`src/rtl/ram_port_arbiter.sv`:
```
`default_nettype none
// ============================================================================
// Module   : ram_port_arbiter
// Brief    : Round-robin arbiter with bounded burst locking that shares one
//            synchronous RAM port among NUM_REQ requesters.
// Revision : 1.0 - initial release
// ============================================================================
module ram_port_arbiter #(
  parameter int NUM_REQ    = 4,
  parameter int DATA_WIDTH = 36,
  parameter int ADDR_WIDTH = 10,
  parameter int MAX_BURST  = 8
) (
  input  logic                            clk,
  input  logic                            rst,
  input  logic [NUM_REQ-1:0]              req_valid,
  input  logic [NUM_REQ-1:0]              req_we,
  input  logic [NUM_REQ-1:0]              req_lock,
  input  logic [NUM_REQ*ADDR_WIDTH-1:0]   req_addr,
  input  logic [NUM_REQ*DATA_WIDTH-1:0]   req_wdata,
  output logic [NUM_REQ-1:0]              req_ready,
  output logic [NUM_REQ-1:0]              rsp_valid,
  output logic [DATA_WIDTH-1:0]           rsp_data,
  output logic                            ram_wr_en,
  output logic [ADDR_WIDTH-1:0]           ram_addr,
  output logic [DATA_WIDTH-1:0]           ram_din,
  input  logic [DATA_WIDTH-1:0]           ram_dout
);

  localparam int                 c_IDX_W      = $clog2(NUM_REQ);
  localparam logic [7:0]         c_BURST_LAST = 8'(MAX_BURST - 1);
  localparam logic [c_IDX_W-1:0] c_IDX_LAST   = c_IDX_W'(NUM_REQ - 1);

  typedef enum logic [0:0] {
    ST_ARB    = 1'b0,
    ST_LOCKED = 1'b1
  } state_t;

  state_t               r_state, w_state_nxt;
  logic [c_IDX_W-1:0]   r_ptr, w_ptr_nxt;
  logic [c_IDX_W-1:0]   r_owner, w_owner_nxt;
  logic [7:0]           r_burst_cnt, w_burst_cnt_nxt;
  logic                 w_gnt;
  logic [c_IDX_W-1:0]   w_gnt_idx;
  logic [NUM_REQ-1:0]   r_rsp_valid;

  function automatic logic [c_IDX_W-1:0] f_inc(input logic [c_IDX_W-1:0] idx);
    return (idx == c_IDX_LAST) ? '0 : idx + c_IDX_W'(1);
  endfunction

  always_comb begin
    w_state_nxt     = r_state;
    w_ptr_nxt       = r_ptr;
    w_owner_nxt     = r_owner;
    w_burst_cnt_nxt = r_burst_cnt;
    w_gnt           = 1'b0;
    w_gnt_idx       = '0;
    if (!rst) begin
      case (r_state)
        ST_ARB: begin
          for (int k = 0; k < NUM_REQ; k++) begin
            if (!w_gnt && req_valid[c_IDX_W'((int'(r_ptr) + k) % NUM_REQ)]) begin
              w_gnt     = 1'b1;
              w_gnt_idx = c_IDX_W'((int'(r_ptr) + k) % NUM_REQ);
            end
          end
          if (w_gnt) begin
            // A one-access burst limit makes locking meaningless, so lock is ignored.
            if (req_lock[w_gnt_idx] && MAX_BURST > 1) begin
              w_owner_nxt     = w_gnt_idx;
              w_burst_cnt_nxt = 8'd1;
              w_state_nxt     = ST_LOCKED;
            end else begin
              w_ptr_nxt = f_inc(w_gnt_idx);
            end
          end
        end
        ST_LOCKED: begin
          if (req_valid[r_owner]) begin
            w_gnt     = 1'b1;
            w_gnt_idx = r_owner;
            if (req_lock[r_owner] && r_burst_cnt < c_BURST_LAST) begin
              w_burst_cnt_nxt = r_burst_cnt + 8'd1;
            end else begin
              w_ptr_nxt       = f_inc(r_owner);
              w_burst_cnt_nxt = '0;
              w_state_nxt     = ST_ARB;
            end
          end else begin
            // Owner went idle: release without granting anyone this cycle.
            w_ptr_nxt       = f_inc(r_owner);
            w_burst_cnt_nxt = '0;
            w_state_nxt     = ST_ARB;
          end
        end
      endcase
    end
  end

  always_comb begin
    req_ready = '0;
    ram_wr_en = 1'b0;
    ram_addr  = '0;
    ram_din   = '0;
    if (w_gnt) begin
      req_ready[w_gnt_idx] = 1'b1;
      ram_wr_en            = req_we[w_gnt_idx];
      ram_addr             = req_addr[int'(w_gnt_idx)*ADDR_WIDTH +: ADDR_WIDTH];
      ram_din              = req_wdata[int'(w_gnt_idx)*DATA_WIDTH +: DATA_WIDTH];
    end
  end

  always_ff @(posedge clk) begin
    if (rst) begin
      r_state     <= ST_ARB;
      r_ptr       <= '0;
      r_owner     <= '0;
      r_burst_cnt <= '0;
      r_rsp_valid <= '0;
    end else begin
      r_state     <= w_state_nxt;
      r_ptr       <= w_ptr_nxt;
      r_owner     <= w_owner_nxt;
      r_burst_cnt <= w_burst_cnt_nxt;
      r_rsp_valid <= req_ready & ~req_we;
    end
  end

  // Masking with rst drops a response whose read was accepted just before reset.
  assign rsp_valid = r_rsp_valid & {NUM_REQ{~rst}};
  assign rsp_data  = ram_dout;

endmodule
`default_nettype wire

```
`config.mk`:
```
export PLATFORM = sky130hd
export DESIGN_NAME = ram_port_arbiter
export DESIGN_NICKNAME = d
export VERILOG_FILES = /design/src/rtl/ram_port_arbiter.sv
export SDC_FILE = /design/constraint.sdc
export NUM_CORES = 1
export LEC_CHECK = 0
export CAP_MARGIN = 20
export CORE_AREA = 8 8 121 123
export DETAILED_ROUTE_END_ITERATION = 8
export DIE_AREA = 0 0 129 131
export GPL_ROUTABILITY_DRIVEN = 0
export GPL_TIMING_DRIVEN = 0
export PLACE_DENSITY = 0.81
export SETUP_SLACK_MARGIN = 0.05
export SYNTH_ARGS = -nofsm -noshare
export SYNTH_HDL_FRONTEND = slang
export SYNTH_SLANG_ARGS = --single-unit
```
`constraint.sdc`:
```
create_clock -name clk -period 2.1 [get_ports clk]
set_input_delay 0.42 -clock clk [delete_from_list [all_inputs] [get_ports clk]]
set_output_delay 0.42 -clock clk [all_outputs]
set_load 0.05 [all_outputs]
```
### After elaboration in Yosys (flattened, before gate mapping)

Cells that the tools add are included.

| cells by class | value |
|---|---|
| eq/ne operators | 6 |
| multipliers | 2 |
| $add $sub $neg | 6 |
| mux-type cells | 67 |
| bitwise logic cells | 5 |
| reductions and logical operators | 11 |
| $lt $le $gt $ge | 9 |
| shifts and indexed selects | 2 |

Operators with widths:

| operator | number |
|---|---|
| $shiftx 144x9->36 | 1 |
| $shiftx 40x7->10 | 1 |
| $mux 36 | 1 |
| $mux 1 | 32 |
| $mux 8 | 4 |
| $mux 2 | 14 |
| $bmux 1 s2 | 8 |
| $lt 2x4->1 const B | 4 |
| $pmux 8 s2 | 1 |
| $mux 10 | 1 |
| $lt 2x3->1 const B | 3 |
| $add 8x1->8 const B | 1 |
| $and 4x4->4 | 2 |
| $lt 8x3->1 const B | 1 |
| $pmux 2 s2 | 2 |
| $add 2x1->2 const B | 3 |
| $mul 2x4->6 const B | 1 |
| $reduce_and 3->1 | 2 |
| $logic_and 1x1->1 | 5 |
| $mul 2x3->5 const B | 1 |
| $add 2x2->2 const B | 2 |
| $eq 2x2->1 const B | 2 |
| $mux 4 | 1 |
| $ne 2x2->1 const B | 2 |
| other kinds (9) | 13 |

| storage, ports and cells | value |
|---|---|
| input port bits | 234 |
| bits in registers | 17 |
| output and inout bits | 91 |
| word-level logic and storage cells | 113 |

### Longest topological paths before layout

Gate-level depths: netlist of run 1.

| logic depth | value |
|---|---|
| depth after elaboration | 29 |
| mapped depth | 9 |
| mapped depth without buffers | 7 |

### Least setup slack after synthesis of run 1

Ideal clock, no wire load.

| path | value |
|---|---|
| path kind | input port to output port |
| from | input req_valid[2] |
| to | output ram_addr[3] |
| data required time | 1.680 ns |
| stages | 8 |
| arrival | 2.450 ns |
| path buffers | 2 |
| setup slack | -0.770 ns |
| cells stage by stage | nor2b_2 -> nor4b_4 -> o21bai_1 -> a21oi_1 -> buf_4 -> buf_2 -> mux2i_1 -> o22ai_1 |

| on the way | value |
|---|---|
| word-level cells in the longest chain between the ends | 26 |
| elaborated cells on any way between the ends | 47 |
| classes of those cells | 1 x mul; 1 x shift; 39 x mux; 6 x reduce/logical |

Ends and longest elaborated chain:

| item | line | text |
|---|---|---|
| from (decl) | 16 | `input logic [NUM_REQ-1:0] req_valid,` |
| $bmux 1 s2 | 62 | `if (!w_gnt && req_valid[c_IDX_W'((int'(r_ptr) + k) % NUM_REQ)]) begin` |
| $mux 1 (implied by the code) (2 in a row) | 62 |  |
| $mux 1 | 62 |  |
| $mux 1 | 59 | `case (r_state)` |
| $mux 1 | 58 | `if (!rst) begin` |
| $logic_not 1->1 | 62 |  |
| $logic_and 1x1->1 | 62 |  |
| $mux 1 | 62 |  |
| (+9 left out) | -- |  |
| $mux 2 | 62 |  |
| $mux 2 | 59 |  |
| $mux 2 | 58 |  |
| $pmux 2 s2 | 59 |  |
| $mux 2 | 58 |  |
| $mul 2x3->5 | 108 | `ram_addr = req_addr[int'(w_gnt_idx)*ADDR_WIDTH +: ADDR_WIDTH];` |
| $shiftx 40x7->10 | 108 |  |
| $mux 10 * | 105 | `if (w_gnt) begin` |
| to (decl) | 25 | `output logic [ADDR_WIDTH-1:0] ram_addr,` |

Mark *: on every way between the ends. The rest lies on a longest branch, timed or not. The select of a mux whose other input is x is not followed.

### Worst setup path after layout of run 1

| path | value |
|---|---|
| from | register r_owner[0] |
| to | output ram_din[22] |

| on the way | value |
|---|---|
| word-level cells in the longest chain between the ends | 8 |
| elaborated cells on any way between the ends | 11 |
| classes of those cells | 1 x mul; 1 x shift; 9 x mux |

Ends and longest elaborated chain:

| item | line | text |
|---|---|---|
| from (decl) | 41 | `logic [c_IDX_W-1:0] r_owner, w_owner_nxt;` |
| from (signal assigned) | 123 | `r_owner <= w_owner_nxt;` |
| $bmux 1 s2 | 79 | `if (req_valid[r_owner]) begin` |
| $mux 1 (implied by the code) | 79 |  |
| $mux 2 | 79 |  |
| $pmux 2 s2 | 59 |  |
| $mux 2 | 58 |  |
| $mul 2x4->6 | 109 | `ram_din = req_wdata[int'(w_gnt_idx)*DATA_WIDTH +: DATA_WIDTH];` |
| $shiftx 144x9->36 | 109 |  |
| $mux 36 * | 105 |  |
| to (decl) | 26 | `output logic [DATA_WIDTH-1:0] ram_din,` |

Marked as above.

==> results.md, run 1 <==
- Status: finished, violations left
- Failing checks: setup timing
- Worst rel slew slack: 64.1%
- Slew of the pin with the lowest slew margin: 537 ps
- Share of the core filled with cells: 66.6%
- Top cells by area, synth: mux2i_1, buf_4, dfxtp_1
- Synthesized netlist cell count: 306
- Setup TNS after final layout: -31580 ps
- Drt pass-1 iters: 4
- Syn Std Cell Area: 0.00264 mm²
- Worst setup SP type: flip-flop
- Leak pwr: 2.93 nW
- Worst vdd ir: 0.000635 V
- Clock Latency Late Sink: 250 ps
- Port Buf Inserts: 288
- Vias in the first global route: 4494
- Die width: 129 µm
- Root Driver: clkbuf_16
- DRT iter0 DRCs: 134
- Tot GR Track Use: 20.0%
- DR DRC count: 0
- Setup crit start: r_owner[0]
- FILL cells: 881
- Commonest non-fill, non-tap cell in the layout: clkdlybuf4s50_1
- CTS Buf Count: 3
- CTS clock-pin slew for the worst setup and hold paths: 50 ps
- Max stage delay cell, worst path: dfxtp_4
- Share of post-route cells with drive strength above 1: 53.1%
- Cell taking the most area after synthesis: mux2i_1
- Flop pwr share: 5.8%
- Syn. warnings: 0
- Internal power: 0.00433 W
- Num rows: 42
- Crit-path max FO: 5
- Clock skew: 5.89 ps
- DR vias: 3880
- Netlist cell types: 45
- Crit path buffers/inverters: 4
- WL/cell: 23.3 µm
- Worst path cell trace: mux2i_4 -> o22ai_4 -> nand2_2 -> a21oi_4 -> buf_6 -> buf_12 -> clkbuf_16 -> mux2i_4 -> o22ai_4 -> buf_6
- Synth top area share: 37.2%
- Routed Antenna Nets: 0
- Synthesized net count: 542
- Register area: 353 µm²
- Comb power frac: 89.6%
- CP arrival: 2380 ps
- Core area: 0.0129 mm²
- Worst Setup Path Type: reg -> out
- Main synth FF type: dfxtp_1
- Reg2reg start: r_ptr[0]
- HP Start: r_burst_cnt[4]
- Die height: 131 µm
- Fmax: 358 MHz
- Via density: 4.75
- Fin. Hold Viols: 0
- Clk pwr share: 4.6%
- IO Pins: 325
- TritonCTS Sinks: 17
- Post-synth ARST share: 0%
- Flops & latches, synth: 17
- Hold buffer count at CTS: 0
- CTS tree: built
- Clock Path Buffers: 2
- RSZ-0062 raised after global routing: true
- Largest net degree at the start of global routing: 11
- Critical path's largest stage delay: 380 ps
- H-tree level count: 1
- CP endpoint kind: output pin
- CP top delay family: buffers and inverters
- Min cycle time layout: 2800 ps
- Area growth from synthesis to layout: 225%
- Worst EP required: 1680 ps
- Avg Cell Area, Syn: 8.62 µm²
- Max_cap viols: 0
- Post-Route WL: 19.0 mm
- HP Class: reg -> reg
- Setup violators final: 57
- Slew Limit Fails: 0
- Net switching power: 0.00399 W
- Starting Density: 20.5%
- Post-route clock period utilization: 133%
- Initial antenna violation count: 2
- Worst setup margin: -696 ps
- # nets final: 876
- Multi-input logic area: 0.00373 mm²
- Pwr dens: 970 mW/mm²
- First-pass GRT wire length: 25.6 mm
- Switching part of the total: 47.9%
- GRT overflow: 0
- DP HPWL: 13.5 mm
- Post-synthesis sequential area ratio: 12.9%
- EDFF count, synth: 0
- Most frequent cells in the layout: clkdlybuf4s50_1, mux2i_4, buf_4, buf_6, o22ai_4
- Die area: 0.0169 mm²
==> final cells by class <==
| type | count | share of cell area, % |
|---|---|---|
| Antenna cell | 2 | 0.0584 |
| Buffer | 59 | 7.79 |
| Clock buffer | 3 | 0.876 |
| Clock inverter | 1 | 0.0584 |
| Inverter | 1 | 0.0438 |
| Multi-Input combinational cell | 228 | 43.5 |
| Sequential cell | 17 | 4.12 |
| Tap cell | 176 | 2.57 |
| Timing Repair Buffer | 330 | 41.0 |
==> synthesized netlist by cell type, types with 2 or more instances <==
library cell and n:
nand2_1 12, a211oi_1 2, buf_4 46, buf_2 5, nand2b_1 3, mux2i_1 98, clkbuf_1 9, and2_1 5
ha_1 2, dfxtp_1 17, nor2b_1 9, nor3b_1 2, o22ai_1 48, mux2_1 2, or4_1 2, a21oi_1 5
o211ai_1 2, nor2b_2 2, nor3_1 2, a22o_1 2, o21a_1 2, nor2_1 6
==> timing repair <==
action | in CTS | in global routing
gates resized for setup | 589 | 80
gates cloned | 6 | 4
endpoints found under the hold margin | 0 | 0
buffers inserted | 45 | 12
pin swaps | 23 | 15
endpoints found under the setup margin | 72 | 67
==> flip-flops by register name, summed over array words and instances, names as in the netlist <==
register / cells
r_burst_cnt: 8
r_ptr: 2
r_owner: 2
r_rsp_valid: 4
r_state: 1
==> through the flow <==
stage               hold slack [ps]  worst slack [ps]  power, W  area (µm²)  instances
floorplan                       430              -322   0.00420        3430        306
global placement                443             -2010   0.00564        6530        770
detailed placement              451             -2020   0.00571        6530        770
CTS                             468              -779   0.00782        8120        811
global route                    504              -761   0.00861        8570        817
finish                          471              -696   0.00832        8570        817
==> power groups by stage <==
stage	sequential (W)	clock [W]	combinational, W
floorplan	0.000428	0	0.00377
global placement	0.000439	0	0.00520
detailed placement	0.000443	0	0.00527
CTS	0.000452	0.000386	0.00698
global route	0.000490	0.000403	0.00772
finish	0.000483	0.000380	0.00745
==> per-layer routing <==
| metal | vias up | part of all wire, % | wire length (µm) | GRT usage, % |
|---|---|---|---|---|
| met5 | - | 0 | 0 | 0 |
| li1 | 1816 | - | - | - |
| met2 | 183 | 59 | 11300 | 40.3 |
| met1 | 1853 | 32 | 6080 | 19.5 |
| met4 | 0 | 2.0 | 374 | 5.67 |
| met3 | 28 | 6.6 | 1250 | 4.99 |
==> final timing paths <==
check,cells past startpoint,endpoint,slack [ps]
max,10,ram_din[22],-700
min,1,r_burst_cnt[4],470
max reg2reg,8,r_burst_cnt[3],-70
min reg2reg,1,r_burst_cnt[4],470
==> kinds of logic after synthesis <==
logic type                 share of synthesized area, %
AOI/OAI and AO/OA                                  19.4
xor gates and xnor gates                          0.332
adders and majority gates                         0.949
buffers and inverters                              15.5
DFF                                                12.9
muxes                                              38.9
and+or+nand+nor                                    12.0
Power figures use the tool's default switching activity.
==> inputs of run 2 (changes only) <==
--- a/config.mk
+++ b/config.mk
@@ -11,7 +11,7 @@
 export DIE_AREA = 0 0 129 131
 export GPL_ROUTABILITY_DRIVEN = 0
 export GPL_TIMING_DRIVEN = 0
-export PLACE_DENSITY = 0.81
+export PLACE_DENSITY = 0.69
 export SETUP_SLACK_MARGIN = 0.05
 export SYNTH_ARGS = -nofsm -noshare
 export SYNTH_HDL_FRONTEND = slang
==> results.md, run 2 (synthesized netlist as in run 1, its figures left out) <==
- Die width: 129 µm
- Pwr dens: 976 mW/mm²
- Largest net degree at the start of global routing: 11
- Drt pass-1 iters: 4
- Most frequent cells in the layout: clkdlybuf4s50_1, mux2i_4, buf_4, buf_6, o22ai_4
- Max_cap viols: 0
- Max reg flops: 8
- Share of the core filled with cells: 67.2%
- R2R cell count: 13
- Worst vdd ir: 0.000475 V
- Area growth from synthesis to layout: 228%
- Num rows: 42
- Root Driver: clkbuf_16
- Fin. Hold Viols: 0
- Hold Path Sink: r_burst_cnt[4]
- Worst setup margin: -659 ps
- IO Pins: 325
- Worst setup SP type: flip-flop
- Core area: 0.0129 mm²
- Vias in the first global route: 4461
- Clock Latency Late Sink: 250 ps
- Slew of the pin with the lowest slew margin: 513 ps
- Slew Limit Fails: 0
- TritonCTS Sinks: 17
- Fmax: 362 MHz
- RSZ-0062 raised after global routing: true
- Starting Density: 20.5%
- DR DRC count: 0
- CP arrival: 2340 ps
- Setup violators final: 53
- HP Start: r_burst_cnt[4]
- HP Class: reg -> reg
- Post-route clock period utilization: 131%
- Critical path's largest stage delay: 370 ps
- H-tree level count: 1
- Top reg by flops: r_burst_cnt
- CP endpoint kind: output pin
- Most frequent CP cell: buf_6
- DP HPWL: 13.9 mm
- WL/cell: 22.5 µm
- Leak pwr: 2.96 nW
- Routed Antenna Nets: 0
- Max stage delay cell, worst path: dfxtp_4
- # nets final: 876
- Die area: 0.0169 mm²
- Initial antenna violation count: 1
- Reg2reg start: r_ptr[1]
- CTS clock-pin slew for the worst setup and hold paths: 50 ps
- Worst rel slew slack: 65.7%
- Cell Count, Final, Fillers Out: 816
- CP top delay family: buffers and inverters
- Post-Route WL: 18.3 mm
- GRT overflow: 0
- Via density: 4.67
- Crit-path max FO: 7
- Power after layout: 0.00845 W
- Top flop regs: r_burst_cnt: 8 flops, r_rsp_valid: 4 flops
- Critical R2R Capture: r_ptr[0]
- Worst Setup Path Type: reg -> out
- Failing checks: setup timing
- Crit path buffers/inverters: 4
- DRT iter0 DRCs: 145
- First-pass GRT wire length: 26.1 mm
- Die height: 131 µm
- Cells after DPL: 770
- Clock Path Buffers: 2
- Clock skew: 6.71 ps
- CTS tree: built
- Commonest non-fill, non-tap cell in the layout: clkdlybuf4s50_1
- Status: finished, violations left
- Share of post-route cells with drive strength above 1: 52.7%
- CTS Buf Count: 3
- Tot GR Track Use: 20.2%
- FILL cells: 879
- Reg2Reg Setup Slack: -170 ps
- Worst path cell trace: nor4_4 -> o21bai_2 -> a21oi_2 -> buf_6 -> buf_12 -> buf_16 -> mux2i_4 -> o22ai_4 -> buf_6
- Port Buf Inserts: 288
- Hold buffer count at CTS: 0
- Worst EP required: 1680 ps
- WHS Path Cells: 1
- Min cycle time layout: 2760 ps
- DR vias: 3814
[run 2: changes by cell type in the layout (fill, tap and decap cells not counted), sizes merged]
| cell | delta |
|---|---|
| diode | -1 |
| dlygate4sd2 | +1 |
| dlymetal6s2s | -1 |
[run 2: metal layers]
metal  global-route usage, %  vias to the layer above  share of wire, %
met4                    4.70                        0               1.8
met1                    19.7                     1817                32
met2                    40.3                      157                59
met5                       0                        -                 0
met3                    6.21                       20               7.1
li1                        -                     1820                 -
[run 2: layout make-up]
cell class                      instances  area, µm²  share of cell area (%)
Inverter                                1       3.75                  0.0434
Tap cell                              176        220                    2.54
Buffer                                 59        659                    7.62
Sequential cell                        17        353                    4.08
Multi-Input combinational cell        228       3750                    43.3
Timing Repair Buffer                  330       3580                    41.4
Clock buffer                            3       75.1                   0.868
Antenna cell                            1       2.50                  0.0289
Clock inverter                          1       5.00                  0.0578
[run 2: stage by stage]
stage	cell area (µm²)	TNS (ps)	hold WS, ps	worst slack (ps)
2_1_floorplan	3430	-15050	430	-322
3_3_place_gp	6530	-107270	446	-1990
3_5_place_dp	6530	-105970	448	-1970
4_1_cts	8330	-32740	465	-709
5_1_grt	8650	-35150	496	-750
6_report	8650	-30430	468	-659
[run 2: how the worst max path moves through the flow]
stage,startpoint,end,slack [ps],depth (start not counted)
after floorplan,req_valid[2],ram_addr[1],-320,8
after global placement,req_valid[1],ram_din[21],-1990,10
after detailed placement,req_valid[1],ram_din[1],-1970,10
after CTS,r_ptr[0],ram_din[14],-710,11
after global routing,r_ptr[1],ram_din[1],-750,9
final,r_ptr[1],ram_din[1],-660,9
[run 2: what timing repair did]
item	4_1_cts	5_1_grt
cloned	7	5
gates resized for setup	637	48
setup buffers	28	9
pin swaps	30	27
hold endpoints to repair	0	0
endpoints found under the setup margin	72	65
[run 2: report_power, final]
part | switching, W | internal [W]
sequential | 0.0000806 | 0.000396
clock | 0.000121 | 0.000254
combinational | 0.00378 | 0.00381
==> inputs of run 3 (changes only) <==
--- a/config.mk
+++ b/config.mk
@@ -12,6 +12,7 @@
 export GPL_ROUTABILITY_DRIVEN = 0
 export GPL_TIMING_DRIVEN = 0
 export PLACE_DENSITY = 0.69
+export REMOVE_ABC_BUFFERS = 1
 export SETUP_SLACK_MARGIN = 0.05
 export SYNTH_ARGS = -nofsm -noshare
 export SYNTH_HDL_FRONTEND = slang
==> results.md, run 3 (synthesized netlist as in run 1, its figures left out) <==
- HP Start: r_burst_cnt[4]
- TritonCTS Sinks: 17
- Via density: 4.80
- Port Buf Inserts: 252
- Root Driver: clkbuf_16
- Drt pass-1 iters: 4
- Largest net degree at the start of global routing: 31
- Reg2Reg Setup Slack: 50 ps
- Slew Limit Fails: 0
- DR vias: 3535
- Setup violators final: 51
- DRT iter0 DRCs: 161
- Top reg by flops: r_burst_cnt
- RSZ-0062 raised after global routing: true
- Status: finished, violations left
- Critical R2R Capture: r_burst_cnt[3]
- Worst vdd ir: 0.000667 V
- Max_cap viols: 0
- Commonest non-fill, non-tap cell in the layout: clkdlybuf4s50_1
- Slew of the pin with the lowest slew margin: 509 ps
- Leak pwr: 2.35 nW
- R2R cell count: 7
- Clock skew: 1.53 ps
- Crit-path max FO: 7
- Worst setup margin: -641 ps
- Clock Path Buffers: 2
- First-pass GRT wire length: 23.9 mm
- IO Pins: 325
- HP Class: reg -> reg
- Worst Setup Path Type: reg -> out
- Power after layout: 0.00616 W
- Worst EP required: 1680 ps
- Vias in the first global route: 3970
- WHS Path Cells: 1
- Core area: 0.0129 mm²
- Fmax: 365 MHz
- Internal power: 0.00312 W
- Clk pwr share: 6.2%
- Hold Slack: 474 ps
- Diodes inserted: 0
- Routed Antenna Nets: 0
- Initial antenna violation count: 0
- CP endpoint kind: output pin
- Num rows: 42
- CP arrival: 2320 ps
- Hold Path Sink: r_burst_cnt[4]
- Pwr dens: 995 mW/mm²
- Max reg flops: 8
- H-tree level count: 1
- Switching part of the total: 49.3%
- DP HPWL: 12.6 mm
- Top flop regs: r_burst_cnt: 8 flops, r_rsp_valid: 4 flops
- Share of the core filled with cells: 48.1%
- Net switching power: 0.00304 W
- Area growth from synthesis to layout: 135%
- Reg2reg start: r_ptr[0]
- # nets final: 798
- GRT overflow: 0
- Die width: 129 µm
- Failing checks: setup timing
- Die height: 131 µm
- CTS clock-pin slew for the worst setup and hold paths: 50 ps
- DR DRC count: 0
- DP Worst Slack: -2190 ps
- Worst setup SP type: flip-flop
- Clock Latency Late Sink: 250 ps
- FILL cells: 1184
- Post-route clock period utilization: 131%
- Comb power frac: 85.9%
- Most frequent cells in the layout: clkdlybuf4s50_1, mux2i_1, buf_4, o22ai_1, buf_6
- Tot GR Track Use: 18.8%
- Min cycle time layout: 2740 ps
- CTS tree: built
- Share of post-route cells with drive strength above 1: 30.7%
- Fin. Hold Viols: 0
- Worst rel slew slack: 66.2%
- Starting Density: 20.5%
- WL/cell: 24.1 µm
- Flop pwr share: 7.9%
- Post-Route WL: 17.8 mm
- Die area: 0.0169 mm²
- CTS Buf Count: 3
-- run 3: final cells by class --
cell class,instances,area [µm²],area share [%]
tap,176,220,3.56
inverter,1,7.51,0.121
clock buffer,4,78.8,1.27
timing repair buffer,309,3270,52.9
multi-input combinational,230,2250,36.4
sequential,17,357,5.76
-- run 3: worst max-delay path by stage --
stage	startpoint	to	slack, ps	cells past startpoint
4_1_cts	req_valid[0]	ram_din[9]	-600	11
6_report	r_ptr[0]	ram_din[21]	-640	10
2_1_floorplan	req_valid[2]	req_ready[0]	-8090	5
3_3_place_gp	req_valid[1]	ram_wr_en	-10820	8
3_5_place_dp	req_valid[2]	ram_din[10]	-2190	10
5_1_grt	r_ptr[0]	ram_din[14]	-700	10
-- run 3: power groups by stage --
stage                     Combinational [W]  Clock [W]  Sequential (W)
after floorplan                     0.00250          0        0.000448
after global placement              0.00362          0        0.000467
after detailed placement            0.00398          0        0.000473
after CTS                           0.00500   0.000383        0.000473
after global routing                0.00554   0.000399        0.000489
final                               0.00529   0.000382        0.000484
-- run 3: routing by layer --
layer / vias to the layer above / share of wire, % / global-route usage [%] / wire length, µm
li1: 1646 / - / - / -
met1: 1689 / 39 / 21.9 / 7000
met2: 188 / 50 / 32.1 / 8970
met4: 2 / 0.52 / 1.38 / 93
met5: - / 0.26 / 3.70 / 46
met3: 10 / 9.4 / 8.36 / 1660
-- run 3: what timing repair did --
action	CTS	global route
gates cloned	12	4
hold buffers	0	0
resized for setup	415	31
setup buffers	25	15
setup endpoints to repair	72	64
pin swaps	25	24
-- run 3: critical path, cell delays in order (launching register included) --
cell and delay [ps]:
dfxtp_4 360, nor2b_2 240, nor4_4 80, o21bai_2 240
a21oi_4 100, buf_6 160, buf_12 130, buf_12 140
mux2i_4 180, o22ai_2 230, buf_6 190
-- run 3: per-stage QoR --
| step | instance area [µm²] | setup TNS (ps) | instances |
|---|---|---|---|
| 3_3_place_gp | 4970 | -564190 | 674 |
| 3_5_place_dp | 5120 | -113230 | 680 |
| 4_1_cts | 5930 | -27760 | 721 |
| 5_1_grt | 6190 | -32370 | 737 |
| 2_1_floorplan | 2230 | -405460 | 246 |
| 6_report | 6190 | -29230 | 737 |
